## src/rtl/sprite_compositor.sv

```systemverilog
// N-sprite compositor: double-buffered positions/enables committed at frame start, priority pixel select, per-frame collisions.
// 1-clock latency on pixel outputs; no backpressure, one pixel per clock with inputs always accepted.
module sprite_compositor #(
    parameter int                NSPR       = 4,
    parameter int                CORDW      = 16,
    parameter int                CIDXW      = 4,
    parameter logic [CIDXW-1:0]  TRANS_INDX = CIDXW'(4'hF),
    parameter int                ADDRW      = 4
) (
    input  logic                    clk,
    input  logic                    rst,
    input  logic                    frame,
    input  logic                    bright,
    input  logic                    wr_en,
    input  logic [ADDRW-1:0]        wr_addr,
    input  logic [CORDW-1:0]        wr_data,
    input  logic [NSPR-1:0]         spr_draw,
    input  logic [NSPR*CIDXW-1:0]   spr_pix,
    output logic [NSPR*CORDW-1:0]   sprx_out,
    output logic [NSPR*CORDW-1:0]   spry_out,
    output logic [CIDXW-1:0]        pix_idx,
    output logic                    pix_valid,
    output logic                    bright_d,
    output logic [NSPR-1:0]         collision,
    output logic                    coll_any,
    output logic                    commit
);

    localparam logic [ADDRW-1:0] EN_ADDR = ADDRW'(2 * NSPR);

    logic [NSPR-1:0][CORDW-1:0] sx_sh;
    logic [NSPR-1:0][CORDW-1:0] sy_sh;
    logic [NSPR-1:0][CORDW-1:0] sx_act;
    logic [NSPR-1:0][CORDW-1:0] sy_act;
    logic [NSPR-1:0]            en_sh;
    logic [NSPR-1:0]            en_act;
    logic                       dirty;
    logic                       addr_ok;
    logic                       do_commit;

    logic [NSPR-1:0]            opq;
    logic                       multi_opq;
    logic [CIDXW-1:0]           win_idx;
    logic [NSPR-1:0]            coll_acc;

    assign addr_ok   = wr_en && (wr_addr <= EN_ADDR);
    assign do_commit = frame && dirty;

    // Shadow registers: written any time, only visible after a frame commit.
    always_ff @(posedge clk) begin
        if (rst) begin
            sx_sh <= '0;
            sy_sh <= '0;
            en_sh <= '0;
        end else if (wr_en) begin
            for (int i = 0; i < NSPR; i++) begin
                if (wr_addr == ADDRW'(2 * i))
                    sx_sh[i] <= wr_data;
                if (wr_addr == ADDRW'(2 * i + 1))
                    sy_sh[i] <= wr_data;
            end
            if (wr_addr == EN_ADDR)
                en_sh <= wr_data[NSPR-1:0];
        end
    end

    // A write in the frame cycle re-arms dirty so it lands on the following frame.
    always_ff @(posedge clk) begin
        if (rst) begin
            sx_act <= '0;
            sy_act <= '0;
            en_act <= '0;
            dirty  <= 1'b0;
            commit <= 1'b0;
        end else begin
            commit <= do_commit;
            if (do_commit) begin
                sx_act <= sx_sh;
                sy_act <= sy_sh;
                en_act <= en_sh;
            end
            if (addr_ok)
                dirty <= 1'b1;
            else if (frame)
                dirty <= 1'b0;
        end
    end

    assign sprx_out = sx_act;
    assign spry_out = sy_act;

    always_comb begin
        for (int i = 0; i < NSPR; i++)
            opq[i] = en_act[i] & spr_draw[i] & (spr_pix[i*CIDXW +: CIDXW] != TRANS_INDX);
    end

    // Scan high to low so the lowest opaque index is the last one assigned.
    always_comb begin
        win_idx = '0;
        for (int i = NSPR - 1; i >= 0; i--) begin
            if (opq[i])
                win_idx = spr_pix[i*CIDXW +: CIDXW];
        end
    end

    assign multi_opq = |(opq & (opq - NSPR'(1)));

    always_ff @(posedge clk) begin
        if (rst) begin
            pix_idx   <= '0;
            pix_valid <= 1'b0;
            bright_d  <= 1'b0;
        end else begin
            pix_idx   <= win_idx;
            pix_valid <= |opq;
            bright_d  <= bright;
        end
    end

    // Frame cycle publishes the finished frame and drops its own overlaps.
    always_ff @(posedge clk) begin
        if (rst) begin
            coll_acc  <= '0;
            collision <= '0;
        end else if (frame) begin
            collision <= coll_acc;
            coll_acc  <= '0;
        end else if (bright && multi_opq) begin
            coll_acc  <= coll_acc | opq;
        end
    end

    assign coll_any = |collision;

endmodule

```

## config.mk

```make
export PLATFORM = sky130hd
export DESIGN_NAME = sprite_compositor
export DESIGN_NICKNAME = d
export VERILOG_FILES = /design/src/rtl/sprite_compositor.sv
export SDC_FILE = /design/constraint.sdc
export NUM_CORES = 1
export LEC_CHECK = 0
export ABC_AREA = 1
export CAP_MARGIN = 40
export CORE_MARGIN = 3
export CORE_UTILIZATION = 40
export CTS_CLUSTER_SIZE = 25
export DETAILED_ROUTE_END_ITERATION = 10
export PLACE_DENSITY_LB_ADDON = 0.1
export SYNTH_ARGS = -nofsm -noshare
export SYNTH_HDL_FRONTEND = slang
export SYNTH_SLANG_ARGS = --single-unit
```

## constraint.sdc

```tcl
create_clock -name clk -period 2.1 [get_ports clk]
set_clock_uncertainty 0.1 [all_clocks]
set_input_delay 0.42 -clock clk [delete_from_list [all_inputs] [get_ports clk]]
set_output_delay 0.42 -clock clk [all_outputs]
set_load 0.05 [all_outputs]
```

# Yosys cells after proc, flatten, opt, wreduce, memory -nomap -nowiden
# Cells that the tools add are included.
[word_totals]
regBits = 280
word_cells = 73
[classes]
addsub = 1
order_cmp = 1
n_eq_ne = 12
n_mux = 6
bitwise_logic = 10
n_reduce_logical = 18
[ops]
columns = ["cell", "count"]
rows = [
  ["2-bit AND reduction", 9],
  ["4-bit by 3-bit == test with 1-bit output, second input constant", 4],
  ["4-bit 2-to-1 mux", 4],
  ["4-bit != test, second input constant", 4],
  ["4-bit OR reduction", 3],
  ["1-bit AND", 8],
  ["4-bit by 2-bit == test with 1-bit output, second input constant", 2],
  ["4-bit AND", 1],
  ["4-bit by 1-bit == test with 1-bit output, second input constant", 1],
  ["4-bit == test, second input constant", 1],
  ["4-bit less-or-equal comparator, second input constant", 1],
  ["4-bit logical NOT", 1],
  ["4-bit bitwise OR", 1],
  ["4-bit by 1-bit subtractor with 4-bit output, second input constant", 1],
  ["1-bit logical AND", 3],
  ["1-bit 2-to-1 mux", 2],
  ["2-bit nonzero test", 1],
  ["2-bit OR reduction", 1],
]

# Depth between registers and ports, before layout
[depth]
word_depth = 6
depth_mapped = 8

# Worst setup path after synthesis
# No wires, ideal clock.
[synth_timing]
kind = "flip-flop to output port"
startpoint = "register collision[3]"
endpoint = "output coll_any"
arrival_ns = 1.293
required_ns = 1.580
path_slack_ns = 0.287
path_stages_with_launch = 2
path_buffers = 0
path_cell_list = "dfxtp_1 or4_1"
[synth_between]
elab_chain_len = 1
[synth_rtl]
columns = ["element", "line_no", "rtl"]
rows = [
  ["from (decl)", "24", "output logic [NSPR-1:0] collision,"],
  ["from (signal assigned)", "126", "collision <= coll_acc;"],
  ["4-bit OR reduction", "133", "assign coll_any = |collision;"],
  ["to (decl)", "25", "output logic coll_any,"],
]
# No other way between the ends.

# Worst setup path in the final report
# Ends and elaborated chain as after synthesis.

==> results list <==
- The worst setup path is of the reg2out kind.
- Dividing the synthesized area by the synthesized cell count gives 7.854 um2.
- Seq pwr share: 46.2%
- Reported net switching power: 3.046 mW
- Counting buffers and inverters, the worst setup path is 2 cells deep.
- The tightest min-delay check is of the reg2reg type.
* Total routed wirelength: 27100 um
- Maximum clock frequency: 487.1 MHz
- The die covers 26460 um2.
- Buf/Inv on CP: 1
- Post-route DRC violation count: 0
* Clk sink count: 280
* Endpoint kind of the worst setup timing path: output port
* Average detailed-routed wire length per instance: 15.30 um
- Worst Setup Start Kind: flop
- Number of top-level pins: 185
- The initialized floorplan defines 56 standard-cell rows.
- Leakage Power: 5.723 nW
* Sw frac: 25.18%
- The slowest stage of the critical path belongs to the cell or4_4.
- DRC marker count from the first detailed-route iteration: 622
- Global-route wire length before repair: 42570 um
* Iteration count of the initial detailed-routing pass: 5
- Last element of the critical path: coll_any
- Worst VDD drop: 0.0005164 V
- Launch point of the critical path: collision[3]
- Max-cap violations in this run came to 0.
- For this run, the total global-route usage over all layers was measured as 20.02%.
- Floorplan Core Area: 23820 um2
- Sum of overflow across all layers after global routing: 0
- Die outline width: 162.7 um
- Among cell families on the critical path, the largest total delay comes from simple AND/OR/NAND/NOR gates.
- Setup-failing EPs final: 0
* Post-CTS Setup Bufs: 0
- Measured on the finished design, the core utilization comes to 54.95%.
* Number of fill cells: 2335
* Post-CTS Hold Fix Bufs: 0
- The area growth from synthesis to layout is 33.34%.
- Crit path cell chain: or4_4 > buf_6
- Clock tree from TritonCTS: built
- At the end of the flow, the number of nets in the layout was 1478.
* Cell variety after synth: 24
- The number of hold-slack violations in the final timing report was 0.
- The floorplan step set the die height to 162.7 um.
- Combinational share of power: 11.2%
- Clock buffers created by TritonCTS: 29
- Placer's final routability congestion estimate: 0.8145
- Clock root buffer: clkbuf_16
* Clock-pin transition on the worst setup and hold timing paths: 60 ps
- Total instance count after detailed placement: 1721
* Sequential cell area fraction in the yosys report: 57.10%
- Clock network fraction of total power: 42.6%
- The endpoint identified for the worst register-to-register timing path is spry_out[43].
- For this configuration, the core starts out at a cell density of 41.21%.
- After synthesis the netlist holds a flip-flop and latch count of 280.
- Along the worst path, the maximum fanout reaches 3.
- After layout, the minimum clock period comes to 2053 ps.
* Result of the run: complete, no violations
* Via count of the first global-routing pass: 7862
- Clock latency on the worst-skew pair: 530 ps
* Pin count of the biggest net entering global routing: 59
- Origin of the critical flop-to-flop path: dirty
- Setup repair after global routing missed its margin: true
* Netlist area before placement: 9817 um2
* Logic depth of the worst register-to-register path: 5
* Count of non-filler cells in the finished layout: 1771
- 0 antenna diodes ended up in the layout.
* Pwr/cell area: 924.0 nW/um2
- For the pin with the worst max-slew slack, the measured transition is 553.2 ps.
- Once detail routing completed, the nets flagged for antenna violations numbered 0.
- Net count after synthesis: 1295
- Detail Placement HPWL: 17720 um
* Worst slew margin: 63.27%
- The Yosys step of the flow raised 0 warnings.
- Buffers added on ports: 184
* Pins over their slew limit: 0
- Final critical-path share of the clock period: 97.76%
- Data arrives at the worst endpoint at 1530 ps.
* Delay of the slowest cell on the worst path: 530 ps
- Crit path required time: 1580 ps
- After detailed routing, the number of vias per cell comes to 4.768.
* Cells after synthesis: 1250
* CTS H-tree lvls: 1
* Share of final-layout standard cells stronger than drive strength 1: 8.609%
- Cell Int Power: 9.050 mW
- In this run the register-to-register setup slack is 690 ps.
- For this block, the via count after detailed routing is 8444.
- Initial antenna violation count: 2
* Maximum clock path buffer count: 3
[cell usage after synthesis]
cell	count	area, um2
o21bai_1	2	15.01
clkinv_1	1	3.750
buf_2	22	110.1
nand4_1	1	6.260
or4_1	1	7.510
a21oi_1	49	245.2
buf_4	5	37.54
a31oi_1	5	31.28
nand2_1	21	78.83
dfxtp_1	280	5605
buf_1	4	15.01
nor2_2	3	18.77
o21ai_1	12	60.06
clkbuf_2	1	5.000
nand2_4	1	11.26
nor2_1	466	1749
clkbuf_1	49	183.9
nand3_2	5	50.05
o211ai_1	2	15.01
inv_2	12	45.04
nor2_4	4	45.04
nand3_1	3	15.01
inv_1	35	131.4
o21ai_0	266	1331
[worst min-delay path: stages, from the launching register on]
cell and delay, ps:
dfxtp_1 290, inv_1 60, a21oi_1 50
[cell type report]
| cell class | count | area [um2] | area share, % |
|---|---|---|---|
| well taps | 319 | 399.1 | 3.049 |
| clock buffers | 43 | 848.3 | 6.481 |
| clock inverters | 7 | 110.1 | 0.8411 |
| repair buffers | 233 | 2256 | 17.23 |
| inverters | 48 | 187.7 | 1.434 |
| multi-input cells | 841 | 3684 | 28.14 |
| flip-flops and latches | 280 | 5605 | 42.82 |
[state kept, by name, indices dropped and copies added, names as in the netlist, 4 cells and up]
register,flops
coll_acc,4
collision,4
en_act,4
en_sh,4
pix_idx,4
sprx_out,64
spry_out,64
sx_sh,64
sy_sh,64
[per-layer routing]
| metal | vias to the layer above | global-route usage (%) | part of all wire [%] |
|---|---|---|---|
| met2 | 192 | 32.42 | 45 |
| met1 | 3823 | 28.41 | 48 |
| li1 | 4396 | - | - |
| met5 | - | 0 | 0.092 |
| met3 | 29 | 3.484 | 4.9 |
| met4 | 4 | 3.883 | 1.2 |
[stage by stage]
stage	power [mW]	worst slack, ps	TNS, ps	hold slack, ps	instance area (um2)
finish	12.10	46.94	0	350.7	13090
global route	12.57	-5.329	-5.329	362.8	13090
CTS	12.21	8.110	0	351.7	13080
detailed placement	7.150	59.15	0	343.6	12290
global placement	7.138	78.73	0	338.9	12290
floorplan	6.548	286.7	0	329.7	9817
[kinds of logic (layout without fill, tap and decap cells)]
family          after synthesis  after routing  share of synthesized area [%]
flops                       280            280                          57.10
compound gates              336            336                          17.30
buf+inv                     129            331                          5.417
simple gates                505            505                          20.19
[worst min-delay path by stage]
stage	start	end	slack [ps]	depth (start not counted)
2_1_floorplan	en_sh[0]	en_act[0]	330	2
3_3_place_gp	sx_sh[14]	sx_sh[14]	340	2
3_5_place_dp	sx_sh[15]	sx_sh[15]	340	2
4_1_cts	sx_sh[15]	sx_sh[15]	350	2
5_1_grt	sx_sh[10]	sx_sh[10]	360	2
6_report	sx_sh[15]	sx_sh[15]	350	2
[cell usage in the layout, fill, tap and decap left out, drive strengths merged]
master,count
dfxtp,280
or4,1
nor2,473
o211ai,2
o21bai,2
buf,55
clkinv,5
clkbuf,43
nand3,8
a21oi,49
nand4,1
a31oi,5
dlygate4sd2,134
o21ai,278
bufinv,3
inv,47
nand2,22
clkdlybuf4s50,44
[repair_timing]
action / 4_1_cts / 5_1_grt
endpoints found under the setup margin: 134 / 1
endpoints found under the hold margin: 0 / 0
resized for setup: 134 / 2
[power groups by stage]
stage	clock network (mW)	registers, mW	logic (mW)
after floorplan	0	6.11	0.438
after global placement	0	5.70	1.43
after detailed placement	0	5.71	1.44
after CTS	5.26	5.59	1.37
after global routing	5.49	5.60	1.47
final	5.15	5.59	1.36
(Power assumes the default switching activity.)
